<file path="src/rtl/mips_multicycle_control_if.sv">
// Control-to-datapath bundle for the multicycle MIPS main controller.
// Latency: none (wires only).
// Backpressure: mem_ready from memory stalls the controller; nothing else pushes back.
interface mips_multicycle_control_if;
  logic [5:0] opcode;
  logic       mem_ready;
  logic       pc_write;
  logic       pc_write_cond;
  logic       i_or_d;
  logic       mem_read;
  logic       mem_write;
  logic       ir_write;
  logic       mem_to_reg;
  logic       reg_dst;
  logic       reg_write;
  logic       ula_src_a;
  logic [1:0] ula_src_b;
  logic [1:0] ula_operation;
  logic [1:0] pc_source;
  logic       instr_done;
  logic       trap;
  logic [3:0] state;

  // controller side
  modport master (
    input  opcode, mem_ready,
    output pc_write, pc_write_cond, i_or_d, mem_read, mem_write, ir_write,
           mem_to_reg, reg_dst, reg_write, ula_src_a, ula_src_b, ula_operation,
           pc_source, instr_done, trap, state
  );

  // datapath / memory side
  modport slave (
    output opcode, mem_ready,
    input  pc_write, pc_write_cond, i_or_d, mem_read, mem_write, ir_write,
           mem_to_reg, reg_dst, reg_write, ula_src_a, ula_src_b, ula_operation,
           pc_source, instr_done, trap, state
  );
endinterface

</file>
<file path="src/rtl/mips_multicycle_control.sv">
// Multicycle MIPS main control FSM: sequences fetch/decode/execute/mem/writeback, drives datapath selects.
// Latency: R/addi/sw 4, lw 5, beq/j 3 cycles FETCH-to-FETCH; outputs decoded combinationally from state.
// Backpressure: FETCH/MEM_READ/MEM_WRITE hold with strobes stable until mem_ready (when MEM_WAIT_EN=1).
module mips_multicycle_control #(
  parameter bit MEM_WAIT_EN     = 1'b1,
  parameter bit TRAP_ON_ILLEGAL = 1'b1
) (
  input  logic clock,
  input  logic reset,
  mips_multicycle_control_if.master ctrl
);

  typedef enum logic [3:0] {
    S_FETCH     = 4'd0,
    S_DECODE    = 4'd1,
    S_MEM_ADDR  = 4'd2,
    S_MEM_READ  = 4'd3,
    S_MEM_WB    = 4'd4,
    S_MEM_WRITE = 4'd5,
    S_R_EXEC    = 4'd6,
    S_R_WB      = 4'd7,
    S_BRANCH    = 4'd8,
    S_JUMP      = 4'd9,
    S_ADDI_EXEC = 4'd10,
    S_ADDI_WB   = 4'd11,
    S_TRAP      = 4'd12
  } state_t;

  localparam logic [5:0] OP_RTYPE = 6'b000000;
  localparam logic [5:0] OP_LW    = 6'b100011;
  localparam logic [5:0] OP_SW    = 6'b101011;
  localparam logic [5:0] OP_BEQ   = 6'b000100;
  localparam logic [5:0] OP_J     = 6'b000010;
  localparam logic [5:0] OP_ADDI  = 6'b001000;

  typedef struct packed {
    logic       pc_write;
    logic       pc_write_cond;
    logic       i_or_d;
    logic       mem_read;
    logic       mem_write;
    logic       ir_write;
    logic       mem_to_reg;
    logic       reg_dst;
    logic       reg_write;
    logic       ula_src_a;
    logic [1:0] ula_src_b;
    logic [1:0] ula_operation;
    logic [1:0] pc_source;
    logic       instr_done;
    logic       trap;
  } ctl_t;

  state_t state_q, state_d;
  logic   out_en;   // low from reset assertion until the first edge after release
  logic   rdy;
  ctl_t   ctl;

  assign rdy = MEM_WAIT_EN ? ctrl.mem_ready : 1'b1;

  // State register; reset aborts any instruction and returns to FETCH.
  always_ff @(posedge clock or negedge reset) begin
    if (!reset) state_q <= S_FETCH;
    else        state_q <= state_d;
  end

  // Output enable: keeps every strobe low in reset and for the release cycle, so
  // FETCH outputs (and FSM progress) begin one cycle after reset is released.
  always_ff @(posedge clock or negedge reset) begin
    if (!reset) out_en <= 1'b0;
    else        out_en <= 1'b1;
  end

  // Next-state logic; frozen until outputs are enabled, unused codes recover to FETCH.
  always_comb begin
    state_d = state_q;
    if (out_en) begin
      case (state_q)
        S_FETCH:     if (rdy) state_d = S_DECODE;
        S_DECODE: begin
          case (ctrl.opcode)
            OP_RTYPE:      state_d = S_R_EXEC;
            OP_LW, OP_SW:  state_d = S_MEM_ADDR;
            OP_BEQ:        state_d = S_BRANCH;
            OP_J:          state_d = S_JUMP;
            OP_ADDI:       state_d = S_ADDI_EXEC;
            default:       state_d = TRAP_ON_ILLEGAL ? S_TRAP : S_FETCH;
          endcase
        end
        // only lw/sw reach here and the IR holds the opcode steady
        S_MEM_ADDR:  state_d = (ctrl.opcode == OP_LW) ? S_MEM_READ : S_MEM_WRITE;
        S_MEM_READ:  if (rdy) state_d = S_MEM_WB;
        S_MEM_WRITE: if (rdy) state_d = S_FETCH;
        S_R_EXEC:    state_d = S_R_WB;
        S_ADDI_EXEC: state_d = S_ADDI_WB;
        S_MEM_WB, S_R_WB, S_ADDI_WB, S_BRANCH, S_JUMP: state_d = S_FETCH;
        S_TRAP:      state_d = S_TRAP;
        default:     state_d = S_FETCH;
      endcase
    end
  end

  // Output decode from state; everything defaults low and stays low while disabled.
  always_comb begin
    ctl = '0;
    if (out_en) begin
      case (state_q)
        S_FETCH: begin
          ctl.mem_read  = 1'b1;
          ctl.ula_src_b = 2'b01;
          ctl.pc_write  = rdy;
          ctl.ir_write  = rdy;
        end
        S_DECODE:    ctl.ula_src_b = 2'b11;
        S_MEM_ADDR, S_ADDI_EXEC: begin
          ctl.ula_src_a = 1'b1;
          ctl.ula_src_b = 2'b10;
        end
        S_MEM_READ: begin
          ctl.mem_read = 1'b1;
          ctl.i_or_d   = 1'b1;
        end
        S_MEM_WRITE: begin
          ctl.mem_write  = 1'b1;
          ctl.i_or_d     = 1'b1;
          ctl.instr_done = rdy;
        end
        S_MEM_WB: begin
          ctl.reg_write  = 1'b1;
          ctl.mem_to_reg = 1'b1;
          ctl.instr_done = 1'b1;
        end
        S_R_EXEC: begin
          ctl.ula_src_a     = 1'b1;
          ctl.ula_operation = 2'b10;
        end
        S_R_WB: begin
          ctl.reg_write  = 1'b1;
          ctl.reg_dst    = 1'b1;
          ctl.instr_done = 1'b1;
        end
        S_ADDI_WB: begin
          ctl.reg_write  = 1'b1;
          ctl.instr_done = 1'b1;
        end
        S_BRANCH: begin
          ctl.ula_src_a     = 1'b1;
          ctl.ula_operation = 2'b01;
          ctl.pc_write_cond = 1'b1;
          ctl.pc_source     = 2'b01;
          ctl.instr_done    = 1'b1;
        end
        S_JUMP: begin
          ctl.pc_write   = 1'b1;
          ctl.pc_source  = 2'b10;
          ctl.instr_done = 1'b1;
        end
        S_TRAP:  ctl.trap = 1'b1;
        default: ctl = '0;
      endcase
    end
  end

  assign ctrl.pc_write      = ctl.pc_write;
  assign ctrl.pc_write_cond = ctl.pc_write_cond;
  assign ctrl.i_or_d        = ctl.i_or_d;
  assign ctrl.mem_read      = ctl.mem_read;
  assign ctrl.mem_write     = ctl.mem_write;
  assign ctrl.ir_write      = ctl.ir_write;
  assign ctrl.mem_to_reg    = ctl.mem_to_reg;
  assign ctrl.reg_dst       = ctl.reg_dst;
  assign ctrl.reg_write     = ctl.reg_write;
  assign ctrl.ula_src_a     = ctl.ula_src_a;
  assign ctrl.ula_src_b     = ctl.ula_src_b;
  assign ctrl.ula_operation = ctl.ula_operation;
  assign ctrl.pc_source     = ctl.pc_source;
  assign ctrl.instr_done    = ctl.instr_done;
  assign ctrl.trap          = ctl.trap;
  assign ctrl.state         = state_q;

endmodule

</file>
<file path="src/flat_wrapper.sv">
// flat-port wrapper written by rule: the top's interface ports become plain ports
module mips_multicycle_control_flat 
#(
  parameter bit MEM_WAIT_EN     = 1'b1,
  parameter bit TRAP_ON_ILLEGAL = 1'b1
)
  (clock, reset, ctrl_opcode, ctrl_mem_ready, ctrl_pc_write, ctrl_pc_write_cond, ctrl_i_or_d, ctrl_mem_read, ctrl_mem_write, ctrl_ir_write, ctrl_mem_to_reg, ctrl_reg_dst, ctrl_reg_write, ctrl_ula_src_a, ctrl_ula_src_b, ctrl_ula_operation, ctrl_pc_source, ctrl_instr_done, ctrl_trap, ctrl_state);
  mips_multicycle_control_if ctrl_i ();
  input  logic clock;
  input  logic reset;
  input wire logic [$bits(ctrl_i.opcode)-1:0] ctrl_opcode;
  input wire logic [$bits(ctrl_i.mem_ready)-1:0] ctrl_mem_ready;
  output wire logic [$bits(ctrl_i.pc_write)-1:0] ctrl_pc_write;
  output wire logic [$bits(ctrl_i.pc_write_cond)-1:0] ctrl_pc_write_cond;
  output wire logic [$bits(ctrl_i.i_or_d)-1:0] ctrl_i_or_d;
  output wire logic [$bits(ctrl_i.mem_read)-1:0] ctrl_mem_read;
  output wire logic [$bits(ctrl_i.mem_write)-1:0] ctrl_mem_write;
  output wire logic [$bits(ctrl_i.ir_write)-1:0] ctrl_ir_write;
  output wire logic [$bits(ctrl_i.mem_to_reg)-1:0] ctrl_mem_to_reg;
  output wire logic [$bits(ctrl_i.reg_dst)-1:0] ctrl_reg_dst;
  output wire logic [$bits(ctrl_i.reg_write)-1:0] ctrl_reg_write;
  output wire logic [$bits(ctrl_i.ula_src_a)-1:0] ctrl_ula_src_a;
  output wire logic [$bits(ctrl_i.ula_src_b)-1:0] ctrl_ula_src_b;
  output wire logic [$bits(ctrl_i.ula_operation)-1:0] ctrl_ula_operation;
  output wire logic [$bits(ctrl_i.pc_source)-1:0] ctrl_pc_source;
  output wire logic [$bits(ctrl_i.instr_done)-1:0] ctrl_instr_done;
  output wire logic [$bits(ctrl_i.trap)-1:0] ctrl_trap;
  output wire logic [$bits(ctrl_i.state)-1:0] ctrl_state;
  assign ctrl_i.opcode = ctrl_opcode;
  assign ctrl_i.mem_ready = ctrl_mem_ready;
  assign ctrl_pc_write = ctrl_i.pc_write;
  assign ctrl_pc_write_cond = ctrl_i.pc_write_cond;
  assign ctrl_i_or_d = ctrl_i.i_or_d;
  assign ctrl_mem_read = ctrl_i.mem_read;
  assign ctrl_mem_write = ctrl_i.mem_write;
  assign ctrl_ir_write = ctrl_i.ir_write;
  assign ctrl_mem_to_reg = ctrl_i.mem_to_reg;
  assign ctrl_reg_dst = ctrl_i.reg_dst;
  assign ctrl_reg_write = ctrl_i.reg_write;
  assign ctrl_ula_src_a = ctrl_i.ula_src_a;
  assign ctrl_ula_src_b = ctrl_i.ula_src_b;
  assign ctrl_ula_operation = ctrl_i.ula_operation;
  assign ctrl_pc_source = ctrl_i.pc_source;
  assign ctrl_instr_done = ctrl_i.instr_done;
  assign ctrl_trap = ctrl_i.trap;
  assign ctrl_state = ctrl_i.state;
  mips_multicycle_control #(.MEM_WAIT_EN(MEM_WAIT_EN), .TRAP_ON_ILLEGAL(TRAP_ON_ILLEGAL)) u_core (.clock(clock), .reset(reset), .ctrl(ctrl_i));
endmodule
</file>
<file path="config.mk">
export PLATFORM = sky130hd
export DESIGN_NAME = mips_multicycle_control_flat
export DESIGN_NICKNAME = d
export VERILOG_FILES = /design/src/rtl/mips_multicycle_control_if.sv /design/src/rtl/mips_multicycle_control.sv /design/src/flat_wrapper.sv
export SDC_FILE = /design/constraint.sdc
export NUM_CORES = 1
export LEC_CHECK = 0
export CORE_ASPECT_RATIO = 1.2
export CORE_MARGIN = 2
export CORE_UTILIZATION = 40
export CTS_CLUSTER_SIZE = 24
export DETAILED_ROUTE_END_ITERATION = 10
export PLACE_DENSITY = 0.86
export SLEW_MARGIN = 30
export SYNTH_ARGS = -nofsm -noshare
export SYNTH_HDL_FRONTEND = slang
export SYNTH_SLANG_ARGS = --single-unit
</file>
<file path="constraint.sdc">
create_clock -name clock -period 4.5 [get_ports clock]
set_clock_uncertainty 0.1 [all_clocks]
set_input_delay 0.9 -clock clock [delete_from_list [all_inputs] [get_ports clock]]
set_output_delay 0.9 -clock clock [all_outputs]
set_load 0.03 [all_outputs]
</file>
## Word level (Yosys, flattened, before mapping)

Cells that the tools add are included.

- $add $sub $neg: 0
- Multiply operators: 0
- Divide/modulo/power cells: 0
- $lt $le $gt $ge: 0
- Equality and inequality tests: 20
- Shift operators: 0
- Muxes and demuxes: 22
- Bitwise gates (word level): 0
- Reduce and logical (&&, ||, !) cells: 10

Operators with widths:

| kind | count |
|---|---|
| $pmux W4 S8 | 1 |
| $eq A4 B4 Y1 const B | 5 |
| $pmux W4 S5 | 1 |
| $mux W18 | 1 |
| $eq A4 B3 Y1 const B | 4 |
| $eq A6 B6 Y1 const B | 2 |
| $mux W4 | 3 |
| $mux W1 | 10 |
| $eq A4 B2 Y1 const B | 2 |
| $pmux W2 S2 | 2 |
| $reduce_or A2 Y1 | 4 |
| $eq A6 B2 Y1 const B | 1 |
| $eq A6 B3 Y1 const B | 1 |
| $eq A6 B4 Y1 const B | 1 |
| $logic_not A6 Y1 | 1 |
| $ne A2 B2 Y1 const B | 3 |
| $pmux W2 S3 | 1 |
| $reduce_or A5 Y1 | 1 |
| $eq A4 B1 Y1 const B | 1 |
| $logic_not A4 Y1 | 1 |
| $pmux W1 S2 | 2 |
| $reduce_and A4 Y1 | 1 |
| $reduce_or A4 Y1 | 1 |
| $mux W3 | 1 |
| $reduce_or A3 Y1 | 1 |

- Register bits after elaboration: 5
- Bits in latches: 0
- Bits in writable memories: 0
- Memory bits (read-only): 0
- Input bits: 9
- Output and inout bits: 22
- Memories kept: 0

## Longest topological paths before layout

- Depth after elaboration: 4
- Mapped depth: 6
- Gate-level depth less buffers: 4

## Worst setup path before layout

No wires, ideal clock.

- Kind: reg-to-output
- Start point: register u_core.state_q[1], in the netlist u_core.ctrl.state[1]
- End point: output ctrl_i_or_d
- Arrival: 1.998 ns
- Required time: 3.500 ns
- Setup slack: 1.502 ns
- Stages on the path, launching flop included: 5
- Buffers on the path: 2
- Cells stage by stage: dfrtp_1 buf_2 clkbuf_1 xor2_1 nor3b_1

- Longest elaborated chain between the ends: 4

Ends and longest elaborated chain:

| item | RTL line | text |
|---|---|---|
| start, declared | mips_multicycle_control.sv:54 | `state_t state_q, state_d;` |
| start signal, assigned | mips_multicycle_control.sv:64 | `else state_q <= state_d;` |
| $eq A4 B2 Y1 or $eq A4 B3 Y1 (tied branches) | mips_multicycle_control.sv:107 | `case (state_q)` |
| $reduce_or A2 Y1 (no line) (*) | - |  |
| $mux W1 (*) | mips_multicycle_control.sv:107 |  |
| $mux W18 (*) | mips_multicycle_control.sv:106 | `if (out_en) begin` |
| end, declared | flat_wrapper.sv:15 | `output wire logic [$bits(ctrl_i.i_or_d)-1:0] ctrl_i_or_d;` |

Every way passes the cells marked *; elsewhere a longest branch is shown, timed or not.

## Worst setup path after layout

- Start point: input ctrl_mem_ready
- End point: output ctrl_instr_done

- Longest elaborated chain between the ends: 2

Ends and longest elaborated chain:

| item | RTL line | text |
|---|---|---|
| start, declared | flat_wrapper.sv:12 | `input wire logic [$bits(ctrl_i.mem_ready)-1:0] ctrl_mem_ready;` |
| $pmux W1 S2 | mips_multicycle_control.sv:107 |  |
| $mux W18 | mips_multicycle_control.sv:106 |  |
| end, declared | flat_wrapper.sv:26 | `output wire logic [$bits(ctrl_i.instr_done)-1:0] ctrl_instr_done;` |

Every way passes these cells.

==> run summary <==
Status - finished clean
Worst path required time - 3500 ps
Number of synthesized flops with an enable pin - 0
Setup crit end - ctrl_instr_done
Combined buffer and inverter count along the critical path - 2
Cell total after placement - 129
CTS tree - yes
Core Region - 1460 um2
# IOs - 31
Routed WL - 1640 um
Layer with the highest usage - met2
Die height - 47.8 um
Tcrit/Tclk final - 79.4%
Top Family by Delay on Critical Path - buffers and inverters
Clk buf depth - 2
Antenna violations before repair - 0
Clk pin slew, worst setup/hold paths - 50 ps
Worst reg2reg path depth - 4
Critical path depth - 4
Synth top area share - 19.6%
RSZ-0062 raised after global routing - no
Number of global-route vias before repair - 635
H-tree levels - 1
Starting Density - 43.7%
TritonRoute pass-1 iters - 4
Worst-margin pin slew - 678 ps
Post-CTS Hold Buffers - 0
Leakage power - 0.336 nW
Pins over their slew limit - 0
Endpoints failing setup - 0
Initial DRC Count - 17
Reg-to-reg startpoint - u_core.ctrl.state[1]
Reg2reg setup slack - 2440 ps
Hpwl dp - 1310 um
Gate Count Post-Synth - 88
Final instance area - 957 um2
Fin. Hold Viols - 0
Number of synthesized register bits - 5
CP cell instances - clkdlybuf4s50_1, o21ai_1, a221oi_1, clkdlybuf4s50_1
Routed via count - 754
Power Density - 603 nW/um2
Ys Warns - 0
Crit path capture type - primary output
WL/cell - 12.3 um
CP Max Fanout - 4
Area Growth Syn to Fin - 49.7%
Worst path most repeated cell - clkdlybuf4s50_1
Setup Crit Path Kind - in -> out
Relative slew slack - 54.8%
Slowest CP cell - clkdlybuf4s50_1
Max VDD drop - 493 uV
Layout cells sized above 1 - 6.03%
Hold slack - 708 ps
DP Area - 931 um2
Rows - 15
Min Tclk post-route - 3570 ps
Largest stage delay, worst path - 730 ps
Area contributors post-synth - dfrtp_1, nor2_1, nor3_1, a221oi_4, nand2_1
Mapped Area - 639 um2
Setup Fix Bufs, Post-CTS - 0
Top-count cell post-synth - nor2_1
Gpl congestion - 0.794
Post-synth ARST share - 100%
Cts bufs inserted - 3
Sequential share of the synthesized area - 19.6%
Clk sinks - 5
Cell taking the most area after synthesis - dfrtp_1
Pin count of the biggest net entering global routing - 21
Netlist cell types - 41
CP startpoint kind - primary input
Via/cell ratio - 5.67
Gr ovfl total - 0
Worst EP arrival - 2570 ps
Diode count - 0
PostCTS Resize Cnt - 0
Die W - 40.5 um
Skew-Pair Late Insertion Delay - 240 ps
Most frequent cells after synthesis - nor2_1, nor3_1, nand2_1
First-pass GRT wire length - 2660 um
Root buffer cell - clkbuf_4
Syn_area_per_cell - 7.27 um2
Worst reg2reg endpoint - u_core.ctrl.state[2]
Met2 Use GR - 34.9%
Min-Delay Path Class - reg -> reg
Setup TNS - 0 ps
# DRC - 0
Grt met3 use - 5.58%
Die ar. - 1940 um2
Antenna-violating nets left - 0
Final #Nets - 126
Dominant synthesized flop cell - dfrtp_1
Mapped Nets - 97
Max-capacitance violation count - 0
Buffers on Ports - 30
Crit. Startpoint - ctrl_mem_ready
Met1 Usage GRT - 24.6%
Global Route Usage Sum - 20.2%
Achievable Freq - 0.280 GHz
Final Non-Filler Cells - 133
## how the worst min path moves through the flow
stage	startpoint	endpoint	cells after the start
floorplan	reset	u_core.ctrl.state[0]	0
global placement	u_core.out_en	u_core.ctrl.state[3]	3
detailed placement	u_core.out_en	u_core.ctrl.state[3]	3
CTS	u_core.out_en	u_core.ctrl.state[3]	3
global route	u_core.out_en	u_core.ctrl.state[3]	3
finish	u_core.out_en	u_core.ctrl.state[3]	3
## metrics by stage
stage / utilization [%] / power [W] / setup slack [ps]
2_1_floorplan: - / 0.000396 / 1500
3_3_place_gp: 63.6 / 0.000522 / 1010
3_5_place_dp: 63.6 / 0.000525 / 955
4_1_cts: 65.4 / 0.000579 / 944
5_1_grt: 65.4 / 0.000628 / 872
6_report: 65.4 / 0.000578 / 928
## metal layers
metal	vias to the layer above	part of all wire, %
met5	-	0
met4	0	0
met3	0	6.6
met2	35	52
met1	339	41
li1	380	-
## cell families (layout without fill, tap and decap cells)
| family | Yosys count | count (layout) | synth area share (%) |
|---|---|---|---|
| other | 1 | 1 | 0.587 |
| buffers and inverters | 9 | 37 | 6.46 |
| XOR/XNOR | 4 | 4 | 5.48 |
| AO/OA/AOI/OAI | 19 | 19 | 25.4 |
| flip-flops | 5 | 5 | 19.6 |
| AND/OR/NAND/NOR | 50 | 50 | 42.5 |
## area by class of cell
type	count	area (um2)
Multi-Input combinational cell	74	473
Tap cell	17	21.3
Fill cell	143	507
Timing Repair Buffer	30	300
Inverter	3	11.3
Clock buffer	4	26.3
Sequential cell	5	125
## flip-flops by register name (all words and copies together) (netlist names)
| register | cells |
|---|---|
| u_core.ctrl.state | 4 |
| u_core.out_en | 1 |
## placed cells by master (no fill, tap or decap), types with 2 or more instances in the layout
master / synthesis / final
nor4_1: 2 / 2
nor4b_1: 3 / 3
nor2_1: 13 / 13
o2111ai_1: 2 / 2
nor3_1: 8 / 8
xnor2_1: 2 / 2
o21ai_0: 2 / 2
nand3_1: 4 / 4
xor2_1: 2 / 2
inv_1: 3 / 3
and2_1: 2 / 2
dfrtp_1: 5 / 5
o21ai_1: 3 / 3
nor2b_1: 2 / 2
nand2_1: 7 / 7
clkbuf_4: 0 / 3
clkdlybuf4s50_1: 0 / 30
## power by group
part,leakage [nW],switching [W],internal (W)
logic,0.259,0.000222,0.000172
clock network,0.0150,0.0000179,0.0000335
registers,0.0617,0.0000729,0.0000602
total,0.336,0.000312,0.000265
## worst register-to-register path, delay by kind of cell, from the launching register on
family | cells | cell delay [ps]
DFF | 1 | 770
and+or+nand+nor | 1 | 200
AOI/OAI and AO/OA | 3 | 870
No activity file was read; power rests on OpenSTA's default activity.
